$ cat src/rtl/fetchstage_if.sv
// Instruction-memory request/response channel between the fetch stage (master)
// and instruction memory (slave).
interface fetchstage_if #(
    parameter int width = 32
);
    logic             imem_req;
    logic [width-1:0] imem_addr;
    logic             imem_ready;
    logic             imem_rvalid;
    logic [width-1:0] imem_rdata;

    modport master (
        output imem_req,
        output imem_addr,
        input  imem_ready,
        input  imem_rvalid,
        input  imem_rdata
    );

    modport slave (
        input  imem_req,
        input  imem_addr,
        output imem_ready,
        output imem_rvalid,
        output imem_rdata
    );
endinterface

$ cat src/rtl/fetchstage.sv
// Instruction-fetch stage: keeps the fetch PC, issues in-order imem requests under a
// 2-credit window, and buffers returned words in a 2-entry FIFO feeding decode.
module fetchstage #(
    parameter int               width    = 32,
    parameter logic [width-1:0] RESET_PC = '0,
    parameter logic [width-1:0] NOP_INST = width'(32'h00000013)
) (
    input  logic               clk,
    input  logic               rst,
    input  logic               stall,
    input  logic               jmp,
    input  logic [width-1:0]   jmp_target,
    fetchstage_if.master       imem,
    output logic [width-1:0]   inst,
    output logic [width-1:0]   addr,
    output logic               inst_valid
);

    logic [width-1:0] fpc_reg, fpc_next;
    logic [width-1:0] rpc_reg, rpc_next;
    logic [1:0]       outstanding_reg, outstanding_next;
    logic [1:0]       drop_reg, drop_next;
    logic [1:0]       count_reg, count_next;
    logic             rd_ptr_reg, rd_ptr_next;
    logic             wr_ptr_reg, wr_ptr_next;

    logic [width-1:0] entry_addr [2];
    logic [width-1:0] entry_inst [2];

    logic [2:0]       credit_sum;
    logic             req_ok;
    logic             accept;
    logic             resp_drop;
    logic             resp_keep;
    logic             push;
    logic             pop;
    logic             fifo_nonempty;
    logic [width-1:0] target_aligned;

    // Words in flight, words to discard and words buffered all share one 2-slot budget,
    // which is what keeps the FIFO from ever overflowing.
    assign credit_sum = {1'b0, outstanding_reg} + {1'b0, drop_reg} + {1'b0, count_reg};
    assign req_ok     = ~rst & ~jmp & (credit_sum < 3'd2);
    assign accept     = req_ok & imem.imem_ready;

    assign imem.imem_req  = req_ok;
    assign imem.imem_addr = fpc_reg;

    assign resp_drop      = imem.imem_rvalid & (drop_reg != 2'd0);
    assign resp_keep      = imem.imem_rvalid & (drop_reg == 2'd0) & (outstanding_reg != 2'd0);
    assign push           = resp_keep & ~jmp;
    assign fifo_nonempty  = (count_reg != 2'd0);
    assign pop            = ~stall & ~jmp & fifo_nonempty;
    assign target_aligned = jmp_target & ~width'(3);

    always_comb begin
        fpc_next         = fpc_reg;
        rpc_next         = rpc_reg;
        outstanding_next = outstanding_reg;
        drop_next        = drop_reg;
        count_next       = count_reg;
        rd_ptr_next      = rd_ptr_reg;
        wr_ptr_next      = wr_ptr_reg;

        if (jmp) begin
            // Everything still in flight, including a word landing this cycle, is discarded.
            fpc_next         = target_aligned;
            rpc_next         = target_aligned;
            outstanding_next = 2'd0;
            drop_next        = outstanding_reg + drop_reg - 2'(resp_keep) - 2'(resp_drop);
            count_next       = 2'd0;
            rd_ptr_next      = 1'b0;
            wr_ptr_next      = 1'b0;
        end else begin
            if (accept) begin
                fpc_next = fpc_reg + width'(4);
            end
            if (push) begin
                rpc_next    = rpc_reg + width'(4);
                wr_ptr_next = ~wr_ptr_reg;
            end
            if (pop) begin
                rd_ptr_next = ~rd_ptr_reg;
            end
            outstanding_next = outstanding_reg + 2'(accept) - 2'(resp_keep);
            drop_next        = drop_reg - 2'(resp_drop);
            count_next       = count_reg + 2'(push) - 2'(pop);
        end
    end

    always_ff @(posedge clk) begin
        if (rst) begin
            fpc_reg         <= RESET_PC;
            rpc_reg         <= RESET_PC;
            outstanding_reg <= 2'd0;
            drop_reg        <= 2'd0;
            count_reg       <= 2'd0;
            rd_ptr_reg      <= 1'b0;
            wr_ptr_reg      <= 1'b0;
        end else begin
            fpc_reg         <= fpc_next;
            rpc_reg         <= rpc_next;
            outstanding_reg <= outstanding_next;
            drop_reg        <= drop_next;
            count_reg       <= count_next;
            rd_ptr_reg      <= rd_ptr_next;
            wr_ptr_reg      <= wr_ptr_next;
        end
    end

    // Buffer payload needs no reset: count_reg alone decides which entries are live.
    genvar gi;
    generate
        for (gi = 0; gi < 2; gi++) begin : g_entry
            logic [width-1:0] addr_reg;
            logic [width-1:0] inst_reg;

            always_ff @(posedge clk) begin
                if (push && (wr_ptr_reg == 1'(gi))) begin
                    addr_reg <= rpc_reg;
                    inst_reg <= imem.imem_rdata;
                end
            end

            assign entry_addr[gi] = addr_reg;
            assign entry_inst[gi] = inst_reg;
        end
    endgenerate

    assign inst_valid = fifo_nonempty;
    assign inst       = fifo_nonempty ? entry_inst[rd_ptr_reg] : NOP_INST;
    assign addr       = fifo_nonempty ? entry_addr[rd_ptr_reg] : rpc_reg;

endmodule

$ cat src/flat_wrapper.sv
// flat-port wrapper written by rule: the top's interface ports become plain ports
module fetchstage_flat 
#(
    parameter int               width    = 32,
    parameter logic [width-1:0] RESET_PC = '0,
    parameter logic [width-1:0] NOP_INST = width'(32'h00000013)
)
  (clk, rst, stall, jmp, jmp_target, inst, addr, inst_valid, imem_imem_req, imem_imem_addr, imem_imem_ready, imem_imem_rvalid, imem_imem_rdata);
  fetchstage_if #(.width(width)) imem_i ();
  input  logic clk;
  input  logic rst;
  input  logic stall;
  input  logic jmp;
  input  logic [width-1:0] jmp_target;
  output logic [width-1:0] inst;
  output logic [width-1:0] addr;
  output logic inst_valid;
  output wire logic [$bits(imem_i.imem_req)-1:0] imem_imem_req;
  output wire logic [$bits(imem_i.imem_addr)-1:0] imem_imem_addr;
  input wire logic [$bits(imem_i.imem_ready)-1:0] imem_imem_ready;
  input wire logic [$bits(imem_i.imem_rvalid)-1:0] imem_imem_rvalid;
  input wire logic [$bits(imem_i.imem_rdata)-1:0] imem_imem_rdata;
  assign imem_imem_req = imem_i.imem_req;
  assign imem_imem_addr = imem_i.imem_addr;
  assign imem_i.imem_ready = imem_imem_ready;
  assign imem_i.imem_rvalid = imem_imem_rvalid;
  assign imem_i.imem_rdata = imem_imem_rdata;
  fetchstage #(.width(width), .RESET_PC(RESET_PC), .NOP_INST(NOP_INST)) u_core (.clk(clk), .rst(rst), .stall(stall), .jmp(jmp), .jmp_target(jmp_target), .imem(imem_i), .inst(inst), .addr(addr), .inst_valid(inst_valid));
endmodule
$ cat config.mk
export PLATFORM = sky130hd
export DESIGN_NAME = fetchstage_flat
export DESIGN_NICKNAME = d
export VERILOG_FILES = /design/src/rtl/fetchstage_if.sv /design/src/rtl/fetchstage.sv /design/src/flat_wrapper.sv
export SDC_FILE = /design/constraint.sdc
export NUM_CORES = 1
export LEC_CHECK = 0
export ABC_AREA = 1
export CORE_MARGIN = 5
export CORE_UTILIZATION = 54
export DETAILED_ROUTE_END_ITERATION = 6
export GPL_TIMING_DRIVEN = 0
export PLACE_DENSITY_LB_ADDON = 0.2
export SLEW_MARGIN = 20
export SYNTH_ARGS = -nofsm -noshare
export SYNTH_HDL_FRONTEND = slang
export SYNTH_SLANG_ARGS = --single-unit
$ cat constraint.sdc
create_clock -name clk -period 5.65 [get_ports clk]
set_input_delay 1.13 -clock clk [delete_from_list [all_inputs] [get_ports clk]]
set_output_delay 1.13 -clock clk [all_outputs]
set_load 0.01 [all_outputs]
### Word-level counts from Yosys, hierarchy flattened

Index checks and enable logic that the tools add are counted.

| word-level totals | value |
|---|---|
| flip-flop bits (word level) | 200 |
| input bits | 70 |
| output and inout bits | 98 |
| word-level logic and storage cells | 64 |

| cells by class | value |
|---|---|
| add/subtract/negate cells | 12 |
| order comparisons | 2 |
| muxes and demuxes | 13 |
| bitwise logic cells | 15 |
| reductions and logical operators | 9 |

Operators with widths:

| cell | number |
|---|---|
| 2-to-1 mux 32 bit | 12 |
| adder 32 x 3 -> 32 bit, second input constant | 2 |
| nonzero test 2 bit | 5 |
| subtractor 2 x 1 -> 2 bit | 5 |
| AND 1 bit | 9 |
| NOT 1 bit | 5 |
| adder 2 x 1 -> 2 bit | 2 |
| adder 2 x 2 -> 3 bit | 1 |
| adder 3 x 2 -> 3 bit | 1 |
| less-than comparator 3 x 2 -> 1 bit, second input constant | 1 |
| adder 2 bit | 1 |
| greater-or-equal comparator 2 bit, second input constant | 1 |
| logical AND 1 bit | 2 |
| logical NOT 2 bit | 1 |
| 2-to-1 mux 2 bit | 1 |
| NOT 1 -> 2 bit | 1 |
| OR reduction 2 bit | 1 |

### Depth between registers and ports, before layout

Gate-level depths: netlist (run 1).

| logic depth | value |
|---|---|
| depth after elaboration | 7 |
| mapped depth | 12 |
| depth with buffers taken out | 12 |

### Worst setup path before layout (run 1)

Ideal clock, no wire load.

| path | value |
|---|---|
| path kind | input -> register |
| from | input port imem_imem_rvalid |
| to | register u_core.g_entry[1].addr_reg[10] (enable) |
| library setup time | 0.484 ns |
| data arrival time | 4.087 ns |
| required time | 5.166 ns |
| slack | 1.080 ns |
| stages on the path | 4 |
| buffers on the path | 0 |
| cells stage by stage | o211ai_4 > nor2_2 > inv_1 > nor2_1 |

| between the ends | value |
|---|---|
| cells in the longest elaborated chain, start to end | 4 |

RTL lines:

| what | RTL line | RTL |
|---|---|---|
| start, declared | flat_wrapper.sv:21 | `input wire logic [$bits(imem_i.imem_rvalid)-1:0] imem_imem_rvalid;` |
| AND 1 bit (2 in series) | fetchstage.sv:50 | `assign resp_keep = imem.imem_rvalid & (drop_reg == 2'd0) & (outstanding_reg != 2'd0);` |
| AND 1 bit | fetchstage.sv:51 | `assign push = resp_keep & ~jmp;` |
| logical AND 1 bit | fetchstage.sv:119 | `if (push && (wr_ptr_reg == 1'(gi))) begin` |
| end signal, assigned | fetchstage.sv:120 | `addr_reg <= rpc_reg;` |
| end, declared | fetchstage.sv:115 | `logic [width-1:0] addr_reg;` |

Every way passes these cells.
A chain may end at the register's enable or synchronous reset.

### Worst setup path in the final report (run 1)

| path | value |
|---|---|
| from | register u_core.outstanding_reg[1] |
| to | output port imem_imem_req |

| between the ends | value |
|---|---|
| cells in the longest elaborated chain, start to end | 4 |

RTL lines:

| what | RTL line | RTL |
|---|---|---|
| start, declared | fetchstage.sv:21 | `logic [1:0] outstanding_reg, outstanding_next;` |
| start signal, assigned | fetchstage.sv:103 | `outstanding_reg <= outstanding_next;` |
| adder 2 x 2 -> 3 bit | fetchstage.sv:42 | `assign credit_sum = {1'b0, outstanding_reg} + {1'b0, drop_reg} + {1'b0, count_reg};` |
| adder 3 x 2 -> 3 bit | fetchstage.sv:42 |  |
| less-than comparator 3 x 2 -> 1 bit | fetchstage.sv:43 | `assign req_ok = ~rst & ~jmp & (credit_sum < 3'd2);` |
| AND 1 bit | fetchstage.sv:43 |  |
| end, declared | flat_wrapper.sv:18 | `output wire logic [$bits(imem_i.imem_req)-1:0] imem_imem_req;` |

Every way passes these cells.

==> results of run 1 <==
-- metrics by stage --
stage	worst slack, ns	TNS, ns
3_5_place_dp	1.905	0
4_1_cts	1.735	0
6_report	1.768	0
3_3_place_gp	-1.005	-123.05
2_1_floorplan	1.080	0
5_1_grt	1.594	0
-- power by group --
| group | total [uW] | switching, uW | internal [uW] |
|---|---|---|---|
| Sequential | 1580 | 57.9 | 1530 |
| Clock | 1150 | 568 | 586 |
| Combinational | 368 | 190 | 178 |
-- routing by layer --
metal / global-route usage, % / share of wire [%] / vias up
li1: - / - / 4207
met1: 36.29 / 41 / 3964
met2: 43.85 / 48 / 408
met3: 5.423 / 9.1 / 43
met4: 6.987 / 2.1 / 0
met5: 0 / 0 / -
-- critical path: cells and delay by family (launching register included) --
kind / cells / cell delay, ns
buf+inv: 4 / 0.73
xor+xnor: 1 / 0.29
fa+ha+maj: 2 / 0.69
flops: 1 / 0.47
simple gates: 1 / 0.13
-- cells in the mapped netlist, drive strengths merged (5+ instances only) --
master and n:
nand2 361, nor2 138, a21oi 131, edfxtp 124, inv 106, nand3 70, dfxtp 68, o21ai 29
clkbuf 25, buf 24, a22oi 18, xor2 17, xnor2 11, ha 10, nand3b 5, or2 5
-- area by class of cell --
cell class	instances	area (sq um)
Clock buffer	20	436.7
Tap cell	229	286.5
Clock inverter	12	121.4
Fill cell	1425	5528
Timing Repair Buffer	165	1732
Multi-Input combinational cell	821	3983
Sequential cell	192	5085
Buffer	49	266.5
Inverter	107	402.9
-- cell families after synthesis --
family,Yosys count,synth area share (%)
XOR/XNOR,28,2.525
AND/OR/NAND/NOR,588,25.77
AO/OA/AOI/OAI,188,10.50
adder cells (fa/ha/maj),13,1.907
buffers and inverters,156,6.893
other,1,0.03862
flip-flops,192,52.36
-- how the worst min path moves through the flow --
stage	start	end	slack, ns
3_3_place_gp	u_core.rpc_reg[4]	u_core.g_entry[0].addr_reg[4]	0.44
4_1_cts	u_core.rpc_reg[4]	u_core.g_entry[1].addr_reg[4]	0.49
2_1_floorplan	u_core.rpc_reg[4]	u_core.g_entry[0].addr_reg[4]	0.43
3_5_place_dp	u_core.rpc_reg[4]	u_core.g_entry[1].addr_reg[4]	0.46
5_1_grt	u_core.rpc_reg[4]	u_core.g_entry[1].addr_reg[4]	0.50
6_report	u_core.rpc_reg[4]	u_core.g_entry[0].addr_reg[4]	0.49
==> metrics.md, run 1 <==
| Metric | Value |
|---|---|
| Placer Congestion | 0.9710 |
| Status | finished, final reports clean |
| Fmax | 0.2576 GHz |
| CP dominant cell by count | inv_1 |
| Routed wire per std cell | 17.16 um |
| Req. time, crit path | 4.52 ns |
| Most frequent cells in the layout | nand2_1, clkdlybuf4s50_1, a21oi_1 |
| Number of diodes | 0 |
| Die width | 144.1 um |
| Total power | 3107 uW |
| Core ar. | 17840 sq um |
| Crit path from | u_core.outstanding_reg[1] |
| Worst-Skew Late Latency | 0.44 ns |
| Synth cell types | 39 |
| Fin crit share | 68.71% |
| Min Hold Slack | 0.4887 ns |
| Fin util | 69.02% |
| Row count | 49 |
| CTS Hold Bufs | 0 |
| Reg2reg start | u_core.outstanding_reg[1] |
| Commonest non-fill, non-tap cell in the layout | nand2_1 |
| Clock sink count | 192 |
| DRC | 0 |
| Max reg flops | 64 |
| Power density over cell area | 252.3 nW/um^2 |
| Post-cts repair resize count | 0 |
| I/O Buffers | 160 |
| Cells after DPL | 1563 |
| Slowest CP cell | clkdlybuf4s50_1 |
| Drt pass-1 iters | 6 |
| Worst-margin pin slew | 0.7985 ns |
| Synth top area cells | edfxtp_1, dfxtp_1, nand2_1 |
| Initial Utilization | 54.43% |
| Hold Path Depth | 0 |
| RSZ-0062 raised after global routing | false |
| Tmin final | 3.882 ns |
| Critical path destination | imem_imem_req |
| Synth top area share | 38.35% |
| Type of origin of the critical path | flop |
| Cell chain of the critical path | inv_1 > fa_1 > inv_1 > ha_1 > xor2_1 > nand3_1 > inv_1 > clkdlybuf4s50_1 |
| # Post-CTS Setup Buffers | 0 |
| Leak Pwr | 0.004752 uW |
| Post-DP Area | 11760 sq um |
| CTS root buf | clkbuf_16 |
| Max-cap viol count | 0 |
| Bufs on Longest Clock Path | 2 |
| Initial antenna violation count | 0 |
| Final hold viol count | 0 |
| Number of synthesized flops with an enable pin | 124 |
| Die area | 20760 sq um |
| Die Y | 144.1 um |
| CTS Buf Count | 17 |
| ANT nets after route | 0 |
| Share of layout cells above drive strength 1 | 7.467% |
| Final setup viols | 0 |
| CP endpoint kind | output pin |
| Post-Layout Inst Area | 12310 sq um |
| Area grow syn2layout | 26.80% |
| Sequential-to-total area share from yosys stat | 52.36% |
| CTS tree | built |
| R2r worst-path depth | 12 |
| H-tree levels | 4 |
| Layout Nets | 1436 |
| IO Pins | 168 |
| Max_slew headroom | 46.77% |
| Pins Over Slew Limit | 0 |
| R2R Setup Slk | 2.80 ns |
| Yosys reg bits | 192 |
| Setup Skew | 0.009957 ns |
| Ys async rst share | 0% |
| Avg Vias per Cell | 5.406 |
| Max incr delay on CP | 0.53 ns |
| Vias in the first global route | 8156 |
| HPWL Detailed | 20460 um |
| Final non-filler cell total | 1595 |
| Global-route usage over all layers | 26.65% |
| DR vias | 8622 |
| Hold Path Class | reg -> reg |
| Worst IR Drop VDD | 219.6 uV |
| Crit path max fanout | 4 |
| Post-Synthesis Cell Area | 9711 sq um |
| Mapped Cells | 1166 |
| GRT Residual Overflow | 0 |
| Crit path DAT | 2.75 ns |
| Synth warn | 0 |
| Reg clk slew, reported paths | 0.07 ns |
| Kind of critical path | reg -> out |
| Worst R2R End | u_core.outstanding_reg[1] |
| Final wirelength | 27370 um |
| Iter 0 DRT Violations | 905 |
| First-pass GRT wire length | 42990 um |
| Avg Inst Size Synth | 8.328 sq um |
| Main flop type after synthesis | edfxtp_1 |
| Leading area contributor after synthesis | edfxtp_1 |
| Largest net degree at the start of global routing | 25 |
(Power assumes the default switching activity.)
==> run 2: changes to the inputs <==
==> constraint.sdc (replaced) <==
create_clock -name clk -period 3.7 [get_ports clk]
set_input_delay 0.74 -clock clk [delete_from_list [all_inputs] [get_ports clk]]
set_output_delay 0.74 -clock clk [all_outputs]
set_load 0.01 [all_outputs]
==> run 2 against run 1 <==
Against the previous run:
- total power grew 57%
- global-route usage grew 0.40 points
- die area is the same
- critical path type unchanged
- largest power group unchanged
==> metrics.md, run 2 (synthesized netlist as in run 1, its figures left out) <==
| Metric | Value |
|---|---|
| Fin Setup TNS | 0 ns |
| Hold Path Class | reg -> reg |
| Max incr delay on CP | 0.53 ns |
| Die width | 144.1 um |
| Final non-filler cell total | 1595 |
| Final hold viol count | 0 |
| Crit path max fanout | 4 |
| Max_slew headroom | 49.67% |
| Worst-Skew Late Latency | 0.43 ns |
| CTS tree | built |
| Most frequent cells in the layout | nand2_1, clkdlybuf4s50_1, a21oi_1 |
| Iter 0 DRT Violations | 771 |
| CTS root buf | clkbuf_16 |
| Pins Over Slew Limit | 0 |
| Area grow syn2layout | 27.38% |
| Req. time, crit path | 2.96 ns |
| Worst path setup slack after routing | 0.1801 ns |
| Fmax | 0.2841 GHz |
| Die area | 20760 sq um |
| HPWL Detailed | 20550 um |
| GRT Residual Overflow | 0 |
| Largest net degree at the start of global routing | 23 |
| Commonest non-fill, non-tap cell in the layout | nand2_1 |
| Reg clk slew, reported paths | 0.07 ns |
| Routed wire per std cell | 17.34 um |
| Final setup viols | 0 |
| Row count | 49 |
| RSZ-0062 raised after global routing | false |
| CTS Buf Count | 17 |
| Crit path DAT | 2.78 ns |
| CTS Hold Bufs | 0 |
| DR vias | 8643 |
| Worst-margin pin slew | 0.7532 ns |
| Top delay family on crit path | buffers and inverters |
| Layout Nets | 1436 |
| First-pass GRT wire length | 43550 um |
| Global-route usage over all layers | 27.05% |
| Fin crit share | 95.13% |
| DRC | 0 |
| Kind of critical path | reg -> out |
| # Post-CTS Setup Buffers | 0 |
| CP endpoint kind | output pin |
| I/O Buffers | 160 |
| Drt pass-1 iters | 6 |
| CP dominant cell by count | inv_1 |
| Clock sink count | 192 |
| H-tree levels | 4 |
| Initial Utilization | 54.43% |
| Slowest CP cell | clkdlybuf4s50_1 |
| Cell chain of the critical path | inv_1 > fa_1 > inv_1 > ha_1 > xor2_1 > nand3_1 > inv_1 > clkdlybuf4s50_1 |
| Worst IR Drop VDD | 341.6 uV |
| Vias in the first global route | 8226 |
| Total power | 4866 uW |
| Placer Congestion | 0.9796 |
| Die Y | 144.1 um |
| ANT nets after route | 0 |
| Post-cts repair resize count | 0 |
| Power density over cell area | 393.4 nW/um^2 |
| Type of origin of the critical path | flop |
| Core ar. | 17840 sq um |
| Avg Vias per Cell | 5.419 |
| WP buf/inv | 4 |
| Cells after DPL | 1563 |
| Setup Slack @ Placement | 0.3303 ns |
| Bufs on Longest Clock Path | 2 |
| Leak Pwr | 0.004779 uW |
| Initial antenna violation count | 0 |
| Setup Skew | 0.008642 ns |
| Tmin final | 3.520 ns |
| Number of diodes | 0 |
| Status | finished, final reports clean |
| Final wirelength | 27660 um |
| Max-cap viol count | 0 |
| IO Pins | 168 |
| Max reg flops | 64 |
| Share of layout cells above drive strength 1 | 7.613% |
run 2: cell types whose count changed in the layout (fill, tap and decap cells not counted):
cell	delta
clkinv_8	+1
buf_16	+1
clkinv_1	+1
clkinv_4	-2
inv_8	+1
clkbuf_1	-3
buf_12	-1
bufinv_16	+1
inv_12	+1
run 2: cell type report:
class,count,area [sq um]
Buffer,49,266.5
Sequential cell,192,5085
Fill cell,1454,5472
Tap cell,229,286.5
Timing Repair Buffer,165,1739
Clock buffer,17,425.4
Multi-Input combinational cell,821,3983
Inverter,107,402.9
Clock inverter,15,181.4
run 2: metal layers:
layer	wire length (um)	GRT usage (%)
met5	0	0
met4	547	7.037
met2	13200	44.76
met1	11460	37.33
met3	2453	4.464
run 2: worst register-to-register path, stage by stage, from the launching register on:
cell	delay [ns]
dfxtp_1	0.48
inv_1	0.10
fa_1	0.49
inv_1	0.04
ha_1	0.19
xor2_1	0.30
nand4_4	0.24
clkinv_2	0.14
buf_6	0.16
ha_1	0.17
xnor2_1	0.07
or2_2	0.28
a21oi_1	0.12
run 2: report_power, final:
| part | internal, uW | switching (uW) |
|---|---|---|
| combinational | 273 | 294 |
| sequential | 2330 | 88.1 |
| clock | 978 | 902 |
run 2: through the flow:
step / instance area [sq um] / util (%) / hold slack (ns)
3_5_place_dp: 11760 / 65.93 / 0.4490
5_1_grt: 12370 / 69.33 / 0.4805
4_1_cts: 12370 / 69.33 / 0.4668
2_1_floorplan: 9727 / - / 0.4268
3_3_place_gp: 11610 / 65.10 / 0.4378
6_report: 12370 / 69.33 / 0.4844
run 2: worst paths after layout:
kind	start	end	slack (ns)	cells after the start
worst min register to register	u_core.rpc_reg[4]	u_core.g_entry[1].addr_reg[4]	0.48	0
worst max register to register	u_core.outstanding_reg[1]	u_core.outstanding_reg[1]	0.84	12
worst max-delay path	u_core.outstanding_reg[1]	imem_imem_req	0.18	8
worst min-delay path	u_core.rpc_reg[4]	u_core.g_entry[1].addr_reg[4]	0.48	0
==> run 3: changes to the inputs <==
--- a/config.mk
+++ b/config.mk
@@ -10,7 +10,7 @@
 export CORE_UTILIZATION = 54
 export DETAILED_ROUTE_END_ITERATION = 6
 export GPL_TIMING_DRIVEN = 0
-export PLACE_DENSITY_LB_ADDON = 0.2
+export PLACE_DENSITY = 0.81
 export SLEW_MARGIN = 20
 export SYNTH_ARGS = -nofsm -noshare
 export SYNTH_HDL_FRONTEND = slang
==> run 3 against run 2 <==
Against the previous run:
- wire length rose by 2.1%
- critical path depth fell by 3
- critical endpoint is now addr[18]
- non-clock buffer count fell by 1
- cell count barely moved
- largest cell class unchanged
- clock power barely moved
- via count rose by 0.60%
- die area did not move
- register-to-register slack improved by 0.06 ns
- global-route usage rose by 0.64 points
- utilization fell by 0.11 points
==> metrics.md, run 3 (synthesized netlist as in run 1, its figures left out) <==
| Metric | Value |
|---|---|
| Row count | 49 |
| Power density over cell area | 395.8 nW/um^2 |
| H-tree levels | 4 |
| Pins Over Slew Limit | 0 |
| Die area | 20760 sq um |
| Hold Path Class | reg -> reg |
| Hold_sp | u_core.rpc_reg[4] |
| Fin util | 69.23% |
| Max reg flops | 64 |
| CTS Hold Bufs | 0 |
| Fmax | 0.2866 GHz |
| Tmin final | 3.489 ns |
| R2R Setup Slk | 0.90 ns |
| I/O Buffers | 160 |
| Final hold viol count | 0 |
| R2r worst-path depth | 12 |
| Global-route usage over all layers | 27.70% |
| Crit path max fanout | 10 |
| Crit path DAT | 2.75 ns |
| Worst-Skew Late Latency | 0.45 ns |
| WP buf/inv | 2 |
| HPWL Detailed | 21090 um |
| Hold Path Depth | 0 |
| Iter 0 DRT Violations | 780 |
| Total power | 4888 uW |
| CTS Buf Count | 17 |
| Vias in the first global route | 8195 |
| WHS Endpoint | u_core.g_entry[1].addr_reg[4] |
| Reg clk slew, reported paths | 0.08 ns |
| GRT Residual Overflow | 0 |
| First-pass GRT wire length | 43970 um |
| Cell chain of the critical path | nor2_1 > clkbuf_1 > a21oi_1 > a21oi_1 > clkdlybuf4s50_1 |
| Max-cap viol count | 0 |
| Fillers | 1395 |
| CTS tree | built |
| CTS root buf | clkbuf_16 |
| Die Y | 144.1 um |
| Initial Utilization | 54.43% |
| Reg2reg start | u_core.drop_reg[1] |
| Setup Skew | 0.01202 ns |
| IO Pins | 168 |
| Drt pass-1 iters | 5 |
| Bufs on Longest Clock Path | 2 |
| Min Hold Slack | 0.4723 ns |
| Top delay family on crit path | buffers and inverters |
| Routed wire per std cell | 17.71 um |
| DR vias | 8695 |
| Crit path from | u_core.count_reg[1] |
| Largest net degree at the start of global routing | 26 |
| Layout Nets | 1435 |
| CP endpoint kind | output pin |
| Max_slew headroom | 51.78% |
| Slowest CP cell | clkdlybuf4s50_1 |
| Max incr delay on CP | 0.60 ns |
| Placer Congestion | 0.9371 |
| Final wirelength | 28240 um |
| Avg Vias per Cell | 5.455 |
| RSZ-0062 raised after global routing | false |
| Worst-margin pin slew | 0.7215 ns |
| Status | finished, final reports clean |
| Post-DP Area | 11730 sq um |
| Fin crit share | 94.29% |
| DRC | 0 |
| Share of layout cells above drive strength 1 | 7.692% |
| Clock sink count | 192 |
| Most frequent cells in the layout | nand2_1, clkdlybuf4s50_1, a21oi_1 |
| Post-Layout Inst Area | 12350 sq um |
| Commonest non-fill, non-tap cell in the layout | nand2_1 |
| Kind of critical path | reg -> out |
| Number of diodes | 0 |
| Leak Pwr | 0.004770 uW |
| Req. time, crit path | 2.96 ns |
| Initial antenna violation count | 0 |
| CP dominant cell by count | a21oi_1 |
| Worst R2R End | u_core.outstanding_reg[1] |
| Area grow syn2layout | 27.19% |
| Type of origin of the critical path | flop |
| Worst IR Drop VDD | 353.6 uV |
| ANT nets after route | 0 |
| Final setup viols | 0 |
| Core ar. | 17840 sq um |
| Die width | 144.1 um |
[run 3: timing repair]
item,in CTS,in global routing
resized for setup,0,1
endpoints found under the setup margin,0,1
buffers inserted,0,0
[run 3: worst register-to-register path, stage by stage (launching register included)]
cell and delay (ns):
dfxtp_1 0.43, inv_1 0.13, fa_1 0.52, inv_1 0.04, ha_1 0.22, xor2_2 0.23, nand4_4 0.21, clkinv_2 0.14
buf_6 0.17, ha_1 0.18, xnor2_1 0.07, or2_2 0.28, a21oi_1 0.13
[run 3: final cells by class]
type,instances,area (sq um),share of cell area (%)
inverters,107,402.9,3.262
multi-input cells,821,3990,32.31
clock inverters,15,190.2,1.540
flip-flops and latches,192,5085,41.17
plain buffers,49,266.5,2.158
repair buffers,164,1704,13.80
clock buffers,17,425.4,3.444
well taps,229,286.5,2.320
[run 3: where the power goes]
group	total [uW]	internal, uW	leakage (uW)	switching, uW
Combinational	568	272	0.00279	296
Sequential	2420	2330	0.00169	86.8
Clock	1900	977	0.000299	925
[run 3: worst max-delay path by stage]
| stage | endpoint | slack (ns) | depth (start not counted) |
|---|---|---|---|
| 3_3_place_gp | u_core.g_entry[0].addr_reg[20] | -0.95 | 5 |
| 2_1_floorplan | u_core.g_entry[1].addr_reg[10] | 0.56 | 4 |
| 6_report | addr[18] | 0.21 | 5 |
| 3_5_place_dp | u_core.drop_reg[1] | 0.37 | 12 |
| 5_1_grt | imem_imem_req | 0.06 | 8 |
| 4_1_cts | imem_imem_req | 0.15 | 8 |
[run 3: routing by layer]
layer / wire, um / share of wire, % / GRT usage, %
met1: 11540 / 41 / 37.14
met2: 13560 / 48 / 44.76
met3: 2263 / 8.0 / 5.456
met4: 875 / 3.1 / 10.56
met5: 0 / 0 / 0
[run 3: through the flow]
stage | TNS [ns] | instances | setup slack [ns]
after floorplan | 0 | 1169 | 0.5646
after global placement | -117.02 | 1558 | -0.9523
after detailed placement | 0 | 1562 | 0.3658
after CTS | 0 | 1594 | 0.1468
after global routing | 0 | 1594 | 0.05747
final | 0 | 1594 | 0.2113
